<file path="config.mk">
export PLATFORM = sky130hd
export DESIGN_NAME = click_decoder
export DESIGN_NICKNAME = d
export VERILOG_FILES = /design/src/rtl/click_decoder_pkg.sv /design/src/rtl/click_decoder_gap_timer.sv /design/src/rtl/click_decoder.sv
export SDC_FILE = /design/constraint.sdc
export NUM_CORES = 1
export LEC_CHECK = 0
export BUFFER_PORTS_ARGS = -buffer_cell sky130_fd_sc_hd__buf_2
export CAP_MARGIN = 40
export CORE_MARGIN = 10
export CORE_UTILIZATION = 50
export DETAILED_ROUTE_END_ITERATION = 10
export PLACE_DENSITY = 0.68
export SLEW_MARGIN = 20
export SYNTH_ARGS = -nofsm -noshare
export SYNTH_HDL_FRONTEND = slang
export SYNTH_SLANG_ARGS = --single-unit
</file>
<file path="constraint.sdc">
create_clock -name Clk -period 1.9 [get_ports Clk]
set_input_delay 0.19 -clock Clk [delete_from_list [all_inputs] [get_ports Clk]]
set_output_delay 0.19 -clock Clk [all_outputs]
set_load 0.02 [all_outputs]
</file>
<file path="src/rtl/click_decoder_pkg.sv">
// Shared types and helpers for the click decoder: FSM state encoding and a
// constant-evaluable ceil(log2) used to size the click counter.
package click_decoder_pkg;

  typedef enum logic {
    ST_IDLE  = 1'b0,
    ST_COUNT = 1'b1
  } state_e;

  function automatic int clog2(input int value);
    int result;
    int remaining;
    result = 0;
    remaining = value - 1;
    while (remaining > 0) begin
      result = result + 1;
      remaining = remaining >> 1;
    end
    return result;
  endfunction

endpackage

</file>
<file path="src/rtl/click_decoder_gap_timer.sv">
// Quiet-gap timer for the click decoder: counts press-free cycles and flags
// the all-ones value that closes a burst.
module gap_timer #(
  parameter int WINDOW_WIDTH = 8
) (
  input  logic clk,
  input  logic rst_n,
  input  logic clear,
  input  logic enable,
  output logic expired
);

  logic [WINDOW_WIDTH-1:0] timer_q;
  logic [WINDOW_WIDTH-1:0] timer_d;

  // Clear has priority so the owner can restart the window on any press.
  always_comb begin
    timer_d = timer_q;
    if (clear) begin
      timer_d = '0;
    end else if (enable) begin
      timer_d = timer_q + WINDOW_WIDTH'(1);
    end
  end

  always_ff @(posedge clk or negedge rst_n) begin
    if (!rst_n) begin
      timer_q <= '0;
    end else begin
      timer_q <= timer_d;
    end
  end

  assign expired = &timer_q;

endmodule

</file>
<file path="src/rtl/click_decoder.sv">
// Groups debounced press pulses into click bursts and hands each burst out as
// one counted event on a valid/ready port. Optional CLICK_DECODER_OVERRUN_EN.
module click_decoder
  import click_decoder_pkg::*;
#(
  parameter int  WINDOW_WIDTH = 8,
  parameter int  MAX_CLICKS   = 3,
  localparam int CNT_W        = clog2(MAX_CLICKS + 1)
) (
  input  logic             Clk,
  input  logic             Rst_n,
  input  logic             Press,
  input  logic             EventReady,
  input  logic             OverrunClr,
  output logic             EventValid,
  output logic [CNT_W-1:0] EventCount,
  output logic             Busy,
  output logic             Overrun
);

  state_e           state_q, state_d;
  logic [CNT_W-1:0] clicks_q, clicks_d;
  logic             valid_q, valid_d;
  logic [CNT_W-1:0] count_q, count_d;

  logic             emit;
  logic [CNT_W-1:0] emit_count;
  logic             timer_clear;
  logic             timer_en;
  logic             timer_expired;
  logic             slot_free;
  logic             overrun_set;

  gap_timer #(
    .WINDOW_WIDTH(WINDOW_WIDTH)
  ) u_gap_timer (
    .clk    (Clk),
    .rst_n  (Rst_n),
    .clear  (timer_clear),
    .enable (timer_en),
    .expired(timer_expired)
  );

  // A press always beats a simultaneous timer expiry: it is counted and restarts the gap.
  always_comb begin
    state_d     = state_q;
    clicks_d    = clicks_q;
    emit        = 1'b0;
    emit_count  = '0;
    timer_clear = 1'b0;
    timer_en    = 1'b0;
    case (state_q)
      ST_IDLE: begin
        timer_clear = 1'b1;
        if (Press) begin
          if (MAX_CLICKS == 1) begin
            emit       = 1'b1;
            emit_count = CNT_W'(1);
          end else begin
            clicks_d = CNT_W'(1);
            state_d  = ST_COUNT;
          end
        end
      end
      ST_COUNT: begin
        if (Press) begin
          timer_clear = 1'b1;
          if (clicks_q + CNT_W'(1) == CNT_W'(MAX_CLICKS)) begin
            emit       = 1'b1;
            emit_count = clicks_q + CNT_W'(1);
            clicks_d   = '0;
            state_d    = ST_IDLE;
          end else begin
            clicks_d = clicks_q + CNT_W'(1);
          end
        end else if (timer_expired) begin
          emit        = 1'b1;
          emit_count  = clicks_q;
          clicks_d    = '0;
          timer_clear = 1'b1;
          state_d     = ST_IDLE;
        end else begin
          timer_en = 1'b1;
        end
      end
      default: begin
        state_d  = ST_IDLE;
        clicks_d = '0;
      end
    endcase
  end

  // The slot frees up in the very cycle it is accepted, allowing back-to-back events.
  always_comb begin
    slot_free   = !valid_q || EventReady;
    valid_d     = valid_q;
    count_d     = count_q;
    overrun_set = 1'b0;
    if (valid_q && EventReady) begin
      valid_d = 1'b0;
    end
    if (emit) begin
      if (slot_free) begin
        valid_d = 1'b1;
        count_d = emit_count;
      end else begin
`ifdef CLICK_DECODER_OVERRUN_EN
        overrun_set = 1'b1;
`else
        count_d = emit_count;
`endif
      end
    end
  end

  always_ff @(posedge Clk or negedge Rst_n) begin
    if (!Rst_n) begin
      state_q  <= ST_IDLE;
      clicks_q <= '0;
      valid_q  <= 1'b0;
      count_q  <= '0;
    end else begin
      state_q  <= state_d;
      clicks_q <= clicks_d;
      valid_q  <= valid_d;
      count_q  <= count_d;
    end
  end

`ifdef CLICK_DECODER_OVERRUN_EN
  logic overrun_q, overrun_d;

  // Set beats clear when a loss and a clear request coincide.
  always_comb begin
    overrun_d = overrun_q;
    if (OverrunClr) begin
      overrun_d = 1'b0;
    end
    if (overrun_set) begin
      overrun_d = 1'b1;
    end
  end

  always_ff @(posedge Clk or negedge Rst_n) begin
    if (!Rst_n) begin
      overrun_q <= 1'b0;
    end else begin
      overrun_q <= overrun_d;
    end
  end

  assign Overrun = overrun_q;
`else
  logic unused_overrun;
  assign unused_overrun = OverrunClr | overrun_set;
  assign Overrun        = 1'b0;
`endif

  assign EventValid = valid_q;
  assign EventCount = count_q;
  assign Busy       = (state_q == ST_COUNT);

endmodule

</file>
Word-level counts from Yosys, hierarchy flattened
Index checks and enable logic that the tools add are counted.

Logic and storage cells: 44. Input port bits: 5. Bits in registers: 14.

Add/subtract/negate cells: 2. Equal/unequal tests: 3. Multiplexer cells: 27. Reductions and logical operators: 6. Bitwise gates (word level): 1.

Operator list (number): $mux W2 (8); $mux W8 (2); $mux W1 (14); $add A8 B1 Y8 const B (1); $reduce_and A8 Y1 (1); $pmux W1 S2 (2); $pmux W2 S2 (1); $ne A3 B2 Y1 const B (1); $add A2 B1 Y2 const B (1); $eq A2 B2 Y1 const B (1); $ne A2 B2 Y1 const B (1); $reduce_and A2 Y1 (1); $reduce_bool A2 Y1 (1); $logic_and A1 B1 Y1 (1); $logic_not A1 Y1 (1); $logic_or A1 B1 Y1 (1); $not A1 Y1 (1).

Longest topological paths before layout
Gate-level depths: netlist of run 1.

Word-level depth: 6. Mapped depth: 4.

Cells and area by module
From an unflattened synthesis of run 1, not the netlist that was laid out.

Cells, all modules: 71. Area total of the unflattened synthesis: 704.4 sq um.

By module, submodules not included: gap_timer (area an instance 396.6 sq um, cells each 39, instances 1); click_decoder (area an instance 307.8 sq um, cells each 32, instances 1).

Worst setup path after synthesis of run 1
No wires, ideal clock.

Kind: reg2reg. Start point: register u_gap_timer.timer_q[0]. End point: register count_q[1] (netlist: EventCount[1]). Buffers on the path: 0. Clock period less this slack: 1.442 ns. Path slack: 0.458 ns. Required time: 1.806 ns. Setup time: 0.094 ns. Arrival: 1.348 ns. Stages on the path, launching flop included: 5. Cell sequence: dfrtp_1 -> ha_1 -> inv_1 -> or4_4 -> a211oi_1.

Longest elaborated chain between the ends: 4.

RTL lines: start: declaration (line click_decoder_gap_timer.sv:13) `logic [WINDOW_WIDTH-1:0] timer_q;`; start signal: assignment (line click_decoder_gap_timer.sv:30) `timer_q <= timer_d;`; $reduce_and A8 Y1 * (line click_decoder_gap_timer.sv:34) `assign expired = &timer_q;`; $mux W2 / $mux W1 (equally long branches) (line click_decoder.sv:76) `end else if (timer_expired) begin`; $mux W2 / $mux W1 (equally long branches) (line click_decoder.sv:66) `if (Press) begin`; $mux W2 / $mux W1 (equally long branches) (line click_decoder.sv:52) `case (state_q)`; end signal: assignment (line click_decoder.sv:126) `count_q <= count_d;`; end: declaration (line click_decoder.sv:24) `logic [CNT_W-1:0] count_q, count_d;`.

Every way passes the cells marked *; elsewhere a longest branch is shown, timed or not. A chain may end at the register's enable or synchronous reset.

Worst setup path in the final report of run 1
Start point: register u_gap_timer.timer_q[0]. End point: register state_q (netlist: Busy).

Longest elaborated chain between the ends: 4.

RTL lines: $reduce_and A8 Y1 (line click_decoder_gap_timer.sv:34); $mux W1 (line click_decoder.sv:76); $mux W1 (line click_decoder.sv:66); $pmux W1 S2 (line click_decoder.sv:52); net state_d (line click_decoder.sv:21) `state_e state_q, state_d;`; end signal: assignment (line click_decoder.sv:123) `state_q <= state_d;`; end: declaration (line click_decoder.sv:21).

The timed path passes the listed nets, and every way through them passes these cells.

==> flow_summary_export.csv, run 1 <==
group,metric,value,unit
status,status,"complete, no violations",
critical_path,startpoint_type,"register",
power_and_ir_drop,p_switching,0.188,mW
job,max_cap_violations,0,
grt,grt_pass1_vias,538,
clock_tree,root_buffer,"clkbuf_4",
grt,grt_max_degree,15,
synth,yosysUniqueCellTypes,31,
critical_path,crit_cells,4,
grt,gr-total-overflow,0,
grt,grt_usage,8.66,%
route,wire_per_inst,13.7,um
route,firstDrtPassIters,4,
timing,rsz0062_at_grt,"false",
finish,fin_util,60.5,%
floorplan,start_util,54.8,%
route,num_vias,582,
synth,syn_area_per_cell,9.74,um^2
clock_tree,numCtsBuffers,3,
floorplan,die_area,3390,um^2
critical_path,crit_family,"compound AO/OA/AOI/OAI gates",
clock_tree,clkTransAtPathRegs,0.09,ns
hold_path,whs_path_depth,2,
timing,drv_slew,0,
floorplan,die_w,58.2,um
route,viasPerCell,5.88,
floorplan,die_y,58.2,um
critical_path,critical-path-max-stage-delay,0.41,ns
finish,syn_to_final_growth,10.4,%
timing,fin_crit,1.56,ns
critical_path,r2r_cells,4,
place,dp_slack,0.363,ns
critical_path,cp.required,2.05,ns
finish,final_net_count,91,
timing,hold_violations,0,
synth,syn-cell-area,731,um^2
synth,ys_seq_area_share,47.9,%
hold_path,holdCritStartpoint,"EventReady",
place,gp_congestion,0.801,
critical_path,worstPathCellList,"ha_1 > nand3_1 > o21bai_1 > o21ai_0",
critical_path,cp_num_buf_inv,0,
critical_path,worstPathArrival,1.71,ns
route,drt-initial-drc-count,25,
finish,fin_cells,99,
critical_path,worstReg2RegStart,"u_gap_timer.timer_q[0]",
critical_path,end_kind,"register",
critical_path,slowest_stage,"dfrtp_1",
grt,antenna_found_initial,0,
finish,final_cell_area,807,um^2
power_and_ir_drop,seqPwrFrac,52.9,%
timing,finalSetupTns,0,ns
finish,n_fill_cell,112,
place,dp_cells,94,
route,drt_wl_total,1350,um
synth,syn_inst,75,
power_and_ir_drop,powerDensity,826,nW/um^2
power_and_ir_drop,power.internal,0.479,mW
power_and_ir_drop,combPwrFrac,14.6,%
critical_path,path_class,"reg2reg",
power_and_ir_drop,clockPowerShare,32.4,%
power_and_ir_drop,ir_worst_vdd,0.000593,V
place,portBuffers,7,
power_and_ir_drop,power_switching_share,28.2,%
clock_tree,cts_tree,"yes",
timing,fmax,639,MHz
critical_path,worstSetupStartpoint,"u_gap_timer.timer_q[0]",
timing,clock_skew,0.00349,ns
clock_tree,clock_path_buffers,2,
place,place_hpwl,966,um
route,drc,0,
floorplan,io_pins,10,
clock_tree,cts_resized,0,
timing,fin_ws,0.336,ns
hold_path,hp-class,"in2reg",
critical_path,crit_fanout,7,
grt,grt_first_pass_wirelength,2330,um
timing,finalCritPeriodShare,82.3,%
place,placed_area,761,um^2
power_and_ir_drop,finalPower,0.666,mW
clock_tree,clk_latency,0.28,ns
synth,synth_seq_cells,14,
timing,setup_viol,0,
route,ant_nets,0,
clock_tree,cts.sinks,14,
timing,hold_slack,0.0743,ns
clock_tree,htree_num_levels,1,
power_and_ir_drop,p_leak,0.349,nW
floorplan,core-area,1330,um^2
synth,synth_fp_nets,81,
finish,drive_above_1_share,16.7,%
clock_tree,cts_hold_buffers,1,
floorplan,num_rows,13,
finish,diodes,0,
clock_tree,cts_setup_buffers,0,
synth,yosysWarnings,0,
layer usage:
metal | wire length, um | vias to the layer above | track usage (%) | share of wire [%]
li1 | - | 283 | - | -
met1 | 631 | 270 | 10.3 | 47
met2 | 574 | 25 | 12.6 | 42
met3 | 127 | 4 | 3.05 | 9.4
met4 | 21 | 0 | 6.04 | 1.6
met5 | 0 | - | 0 | 0
flip-flops by register name, indices dropped and copies added (netlist names):
name	flops
u_gap_timer.timer_q	8
EventCount	2
clicks_q	2
Busy	1
EventValid	1
layout by cell type, fill, tap and decap left out:
master / synthesis / layout
dfrtp_1: 14 / 14
nor2_1: 9 / 9
buf_2: 0 / 7
inv_1: 6 / 6
o21ai_0: 4 / 4
nand2_1: 4 / 4
a21oi_1: 3 / 3
clkbuf_4: 0 / 3
nand4b_1: 2 / 2
nor3b_1: 2 / 2
nand3_1: 2 / 2
nand2b_1: 2 / 2
o21bai_1: 2 / 2
nor4_1: 2 / 2
a211oi_1: 2 / 2
o211ai_1: 2 / 2
or3_1: 2 / 2
xnor2_1: 2 / 2
nand4_4: 1 / 1
and3b_1: 1 / 1
o21ba_2: 1 / 1
o22ai_1: 1 / 1
or4_4: 1 / 1
nor3_1: 1 / 1
nand4_1: 1 / 1
o311ai_0: 1 / 1
o31ai_1: 1 / 1
a31oi_1: 1 / 1
ha_1: 1 / 1
conb_1: 1 / 1
clkbuf_8: 0 / 1
dlygate4sd3_1: 0 / 1
worst paths after layout:
kind | to | slack (ns)
max | Busy | 0.34
min | EventValid | 0.07
max reg2reg | Busy | 0.34
min in group asynchronous | EventValid | 0.33
min reg2reg | u_gap_timer.timer_q[0] | 0.52
max in group asynchronous | u_gap_timer.timer_q[0] | 1.34
final cells by class:
cell class | instances | area [um^2] | area share [%]
inverters | 6 | 22.5 | 2.79
clock buffers | 4 | 36.3 | 4.50
flip-flops and latches | 14 | 350 | 43.4
multi-input cells | 52 | 334 | 41.4
well taps | 15 | 18.8 | 2.33
repair buffers | 8 | 45.0 | 5.58
cell families after synthesis:
logic type | synth area share, %
AO/OA/AOI/OAI | 16.3
XOR/XNOR | 2.40
adder cells (fa/ha/maj) | 1.71
buffers and inverters | 6.34
flip-flops | 47.9
other | 0.513
AND/OR/NAND/NOR | 24.8
power groups by stage:
| stage | Combinational, mW | Sequential, mW | Clock (mW) |
|---|---|---|---|
| 2_1_floorplan | 0.0557 | 0.367 | 0 |
| 3_3_place_gp | 0.0953 | 0.356 | 0 |
| 3_5_place_dp | 0.0965 | 0.357 | 0 |
| 4_1_cts | 0.0983 | 0.351 | 0.222 |
| 5_1_grt | 0.110 | 0.358 | 0.235 |
| 6_report | 0.0974 | 0.353 | 0.216 |
synthesized netlist by cell type:
cell | n | area, um^2
clkbuf_2 | 1 | 5.00
a21oi_1 | 3 | 15.0
nand3_1 | 2 | 10.0
ha_1 | 1 | 12.5
nand4b_1 | 2 | 17.5
buf_4 | 1 | 7.51
nor4_1 | 2 | 12.5
nand2b_1 | 2 | 12.5
o311ai_0 | 1 | 8.76
inv_1 | 6 | 22.5
nor3b_1 | 2 | 15.0
xnor2_1 | 2 | 17.5
or4_4 | 1 | 11.3
nand4_4 | 1 | 21.3
a31oi_1 | 1 | 6.26
a211oi_1 | 2 | 15.0
or3_1 | 2 | 12.5
conb_1 | 1 | 3.75
nor3_1 | 1 | 5.00
o21bai_1 | 2 | 15.0
nor2_1 | 9 | 33.8
o21ba_2 | 1 | 10.0
buf_6 | 1 | 11.3
nand2_1 | 4 | 15.0
and3b_1 | 1 | 8.76
o211ai_1 | 2 | 15.0
nand4_1 | 1 | 6.26
o21ai_0 | 4 | 20.0
o31ai_1 | 1 | 7.51
dfrtp_1 | 14 | 350
o22ai_1 | 1 | 6.26
Power figures use the tool's default switching activity.
==> run 2, diff against run 1 <==
Settings changed: ABC_AREA set to 1, CORE_UTILIZATION 50 to 48.
Clock period 1.9 ns to 1.4 ns, I/O delays scaled along.
==> flow_summary_export.csv, run 2 <==
group,metric,value,unit
synth,yosysMostFrequentCell,"nand2_1",
timing,drv_slew,0,
clock_tree,cts_tree,"yes",
synth,synthSimpleGateAreaFrac,36.5,%
floorplan,die_area,3510,um^2
finish,layout_commonest_cell,"nand2_1",
synth,synth.largest_area_cell,"dfrtp_1",
hold_path,whs_path_depth,2,
synth,yosys-top-cells-area,"dfrtp_1 (47%), nand2_1 (11%), inv_1 (6.1%)",
place,place_hpwl,975,um
power_and_ir_drop,ir_worst_vdd,0.000791,V
floorplan,start_util,49.7,%
timing,hold_violations,0,
floorplan,die_y,59.3,um
power_and_ir_drop,power_switching_share,34.7,%
synth,syn-cell-area,741,um^2
clock_tree,clock_path_buffers,2,
clock_tree,root_buffer,"clkbuf_4",
floorplan,die_w,59.3,um
grt,gr-total-overflow,0,
power_and_ir_drop,p_switching,0.363,mW
clock_tree,numCtsBuffers,3,
route,viasPerCell,4.77,
critical_path,cp.required,1.56,ns
timing,finalSetupTns,0,ns
place,dp_slack,0.131,ns
place,portBuffers,7,
grt,grt_usage,8.09,%
finish,final_cell_mix,"nand2_1 (22), dfrtp_1 (14), inv_1 (12), nor2_1 (10), buf_2 (7)",
critical_path,r2r_cells,8,
hold_path,hp-class,"in2reg",
power_and_ir_drop,powerDensity,1270,nW/um^2
route,firstDrtPassIters,4,
finish,drive_above_1_share,26.3,%
grt,grt_first_pass_wirelength,2270,um
synth,synthTopCellsByCount,"nand2_1 (22), dfrtp_1 (14), inv_1 (12)",
floorplan,io_pins,10,
finish,n_fill_cell,149,
route,drc,0,
timing,clock_skew,0.00554,ns
synth,syn_inst,89,
grt,antenna_found_initial,0,
synth,synth-edff-count,0,
timing,fin_ws,0.138,ns
synth,async_flop_share,100,%
floorplan,num_rows,14,
critical_path,path_class,"reg2reg",
critical_path,worstPathArrival,1.42,ns
grt,grt_busiest_layer,"met2",
synth,synth_fp_nets,95,
place,gp_congestion,0.879,
critical_path,worstPathCellList,"ha_2 > nand2_2 > nor2_4 > nand2_4 > nand2_4 > nand2_2 > nand2_1 > nand2_1",
timing,hold_slack,0.0307,ns
power_and_ir_drop,power.internal,0.682,mW
synth,netlist.area_leader.share,47.3,%
route,num_vias,548,
route,wire_per_inst,10.6,um
synth,syn_area_per_cell,8.32,um^2
grt,met1_usage,10.6,%
power_and_ir_drop,p_leak,0.433,nW
finish,regMostFlops,"u_gap_timer.timer_q",
synth,synth_top_family_by_area,"simple AND/OR/NAND/NOR gates",
floorplan,core-area,1490,um^2
power_and_ir_drop,clockPowerShare,20.5,%
finish,largest_register_ffs,8,
synth,ys.flop_type,"dfrtp_1",
critical_path,startpoint_type,"register",
grt,grt_max_degree,15,
timing,setup_viol,0,
grt,grt_pass1_vias,529,
finish,diodes,0,
synth,yosysWarnings,0,
timing,fin_crit,1.26,ns
finish,syn_to_final_growth,11.1,%
route,drt-initial-drc-count,5,
clock_tree,cts_setup_buffers,0,
finish,final_cell_area,823,um^2
timing,fmax,792,MHz
synth,synthAdderAreaFrac,1.69,%
synth,synth_xor_area_share,0,%
clock_tree,clkTransAtPathRegs,0.08,ns
job,max_cap_violations,0,
grt,grt_util_met3,2.15,%
synth,synthMuxAreaShare,0,%
clock_tree,clk_latency,0.27,ns
route,drt_wl_total,1220,um
finish,final_net_count,107,
critical_path,critical-path-max-stage-delay,0.40,ns
synth,synth-compound-area-share,6.42,%
clock_tree,cts.sinks,14,
power_and_ir_drop,combPwrFrac,28.5,%
timing,rsz0062_at_grt,"false",
critical_path,slowest_stage,"dfrtp_1",
synth,yosysUniqueCellTypes,22,
status,status,"complete, no violations",
clock_tree,htree_num_levels,1,
critical_path,end_kind,"register",
synth,ys_seq_area_share,47.3,%
synth,synth_seq_cells,14,
power_and_ir_drop,seqPwrFrac,51.0,%
timing,finalCritPeriodShare,90.2,%
place,placed_area,788,um^2
grt,grt_util_met2,11.9,%
critical_path,crit_fanout,6,
route,ant_nets,0,
run 2: routing by layer:
metal / up-vias / part of all wire [%]
met2: 4 / 48
li1: 292 / -
met1: 250 / 48
met5: - / 0
met4: 0 / 0.82
met3: 2 / 3.5
run 2: worst max-delay path: cells and delay by family (launching register included):
family	cells	cell delay, ns
adder cells (fa/ha/maj)	1	0.21
AND/OR/NAND/NOR	7	0.55
flip-flops	1	0.40
run 2: path summary, 6_finish.rpt:
kind                                        start                      to  slack, ns
setup reg to reg           u_gap_timer.timer_q[0]             clicks_q[1]       0.14
max in group asynchronous                   Rst_n  u_gap_timer.timer_q[3]       0.87
setup / recovery           u_gap_timer.timer_q[0]             clicks_q[1]       0.14
hold / removal                         EventReady              EventValid       0.03
hold reg to reg                     EventCount[0]           EventCount[0]       0.47
min in group asynchronous                   Rst_n  u_gap_timer.timer_q[4]       0.28
run 2: stage by stage:
stage	power [mW]	cells	utilization, %
after floorplan	0.750	89	-
after global placement	0.837	111	52.9
after detailed placement	0.842	111	52.9
after CTS	1.06	115	55.1
after global routing	1.13	115	55.3
final	1.05	115	55.3
run 2: kinds of logic (layout without fill, tap and decap cells):
kind of cell / count (synthesis) / count (layout)
other: 1 / 1
and+or+nand+nor: 52 / 52
buffers and inverters: 14 / 24
DFF: 14 / 14
adders and majority gates: 1 / 1
AOI/OAI and AO/OA: 7 / 7
run 2: layout make-up:
| cell class | instances | area (um^2) | share of cell area, % |
|---|---|---|---|
| Sequential cell | 14 | 350 | 42.6 |
| Multi-Input combinational cell | 61 | 337 | 40.9 |
| Inverter | 13 | 48.8 | 5.93 |
| Timing Repair Buffer | 8 | 45.0 | 5.47 |
| Clock buffer | 3 | 22.5 | 2.74 |
| Tap cell | 16 | 20.0 | 2.43 |
run 2: power by group through the flow:
| stage | clock [mW] | sequential, mW | combinational (mW) |
|---|---|---|---|
| floorplan | 0 | 0.589 | 0.161 |
| global placement | 0 | 0.539 | 0.298 |
| detailed placement | 0 | 0.541 | 0.301 |
| CTS | 0.224 | 0.533 | 0.304 |
| global route | 0.233 | 0.553 | 0.345 |
| finish | 0.215 | 0.533 | 0.298 |
run 2: timing repair:
item | 4_1_cts | 5_1_grt
gates resized for setup | 0 | 1
hold endpoints to repair | 14 | 0
endpoints found under the setup margin | 0 | 2
hold buffers | 1 | 0
==> run 3, diff against run 2 <==
Settings changed: BUFFER_PORTS_ARGS -buffer_cell sky130_fd_sc_hd__buf_2 to unset, CORE_UTILIZATION 48 to 50, DONT_BUFFER_PORTS set to 1, PLACE_DENSITY 0.68 to 0.62.
Clock period 1.4 ns to 1.45 ns, I/O delays scaled along.
==> flow_summary_export.csv, run 3 (synthesized netlist as in run 2, its figures left out) <==
group,metric,value,unit
timing,slew-limit-headroom,57.9,%
clock_tree,cts_resized,0,
floorplan,io_pins,10,
finish,regMostFlops,"u_gap_timer.timer_q",
route,wire_per_inst,10.7,um
route,firstDrtPassIters,4,
route,drt_wl_total,1180,um
floorplan,start_util,54.9,%
floorplan,core-area,1350,um^2
finish,syn_to_final_growth,9.63,%
finish,n_fill_cell,131,
finish,multi_input_area,334,um^2
floorplan,num_rows,13,
place,portBuffers,0,
timing,worstMarginPinSlew,0.630,ns
critical_path,slowest_stage,"dfrtp_1",
clock_tree,cts.sinks,14,
grt,gr-total-overflow,0,
critical_path,startpoint_type,"register",
critical_path,end_kind,"register",
finish,layout_commonest_cell,"nand2_1",
power_and_ir_drop,powerDensity,1210,nW/um^2
finish,drive_above_1_share,20.0,%
critical_path,worstPathCellList,"ha_1 > nand2_2 > nor2_4 > nand2_4 > nand2_4 > nand2_2 > nand2_1 > nand2_1",
place,gp_congestion,0.828,
clock_tree,root_buffer,"clkbuf_4",
floorplan,die_w,58.5,um
job,max_cap_violations,0,
clock_tree,cts_tree,"yes",
timing,rsz0062_at_grt,"false",
timing,drv_slew,0,
timing,clock_skew,0.00634,ns
status,status,"complete, no violations",
clock_tree,numCtsBuffers,3,
floorplan,die_y,58.5,um
grt,grt_pass1_vias,533,
clock_tree,clk_latency,0.27,ns
clock_tree,clkTransAtPathRegs,0.08,ns
critical_path,worstPathArrival,1.44,ns
route,drt-initial-drc-count,5,
clock_tree,cts_setup_buffers,0,
power_and_ir_drop,finalPower,0.980,mW
grt,grt_first_pass_wirelength,2260,um
critical_path,cp.required,1.61,ns
timing,fin_crit,1.28,ns
timing,hold_violations,0,
finish,final_cell_mix,"nand2_1 (22), dfrtp_1 (14), inv_1 (12), nor2_1 (10), nand3_1 (6)",
grt,grt_max_degree,15,
route,viasPerCell,4.91,
floorplan,die_area,3420,um^2
timing,finalSetupTns,0,ns
critical_path,path_class,"reg2reg",
timing,setup_viol,0,
timing,finalCritPeriodShare,88.3,%
finish,diodes,0,
route,drc,0,
finish,final_net_count,103,
clock_tree,clock_path_buffers,2,
hold_path,hp-class,"in2reg",
critical_path,crit_fanout,6,
route,num_vias,540,
grt,antenna_found_initial,0,
clock_tree,htree_num_levels,1,
route,ant_nets,0,
timing,fmax,781,MHz
critical_path,critical-path-max-stage-delay,0.39,ns
finish,regArea,350,um^2
place,place_hpwl,903,um
finish,largest_register_ffs,8,
grt,grt_usage,8.26,%
power_and_ir_drop,p_leak,0.421,nW
power_and_ir_drop,ir_worst_vdd,0.000695,V
run 3: cell count changes in the layout (fill, tap and decap cells not counted):
cell           delta
buf_2             -7
buf_4             +1
dlygate4sd3_1     +2
ha_1              +1
ha_2              -1
run 3: metal layers:
metal	up-vias	track usage (%)	routed length [um]
li1	289	-	-
met1	243	10.2	598
met2	6	12.1	492
met3	2	3.22	76
met4	0	4.03	14
met5	-	0	0
run 3: report_power, final:
| group | total, mW | internal [mW] | switching [mW] |
|---|---|---|---|
| Clock | 0.206 | 0.0958 | 0.110 |
| Combinational | 0.205 | 0.0798 | 0.125 |
| Sequential | 0.569 | 0.463 | 0.106 |
run 3: timing repair:
action,4_1_cts,5_1_grt
setup endpoints to repair,0,0
endpoints found under the hold margin,16,0
hold buffers,3,0
run 3: path summary, 6_finish.rpt:
kind	slack (ns)	to	depth (start not counted)	startpoint
max	0.17	clicks_q[1]	8	u_gap_timer.timer_q[0]
min reg2reg	0.48	u_gap_timer.timer_q[0]	1	u_gap_timer.timer_q[0]
max reg2reg	0.17	clicks_q[1]	8	u_gap_timer.timer_q[0]
min	0.03	clicks_q[1]	2	Press
min in group asynchronous	0.33	u_gap_timer.timer_q[4]	1	Rst_n
max in group asynchronous	0.71	Busy	1	Rst_n
run 3: metrics by stage:
step	util [%]	hold slack (ns)	setup slack [ns]	cell area, um^2	instances
2_1_floorplan	-	-0.151	0.279	741	89
3_3_place_gp	56.3	-0.150	0.188	759	104
3_5_place_dp	56.3	-0.150	0.182	759	104
4_1_cts	60.1	0.0256	0.167	812	110
5_1_grt	60.1	0.0248	0.0527	812	110
6_report	60.1	0.0315	0.170	812	110
run 3: final cells by class:
type	instances	share of cell area [%]
clock buffer	3	2.77
timing repair buffer	4	4.62
multi-input combinational	61	41.1
tap	15	2.31
sequential	14	43.1
inverter	13	6.01
run 3: worst max-delay path: cells and delay by family (launching register included):
| family | cells | cell delay [ns] |
|---|---|---|
| and+or+nand+nor | 7 | 0.56 |
| adders and majority gates | 1 | 0.21 |
| DFF | 1 | 0.39 |
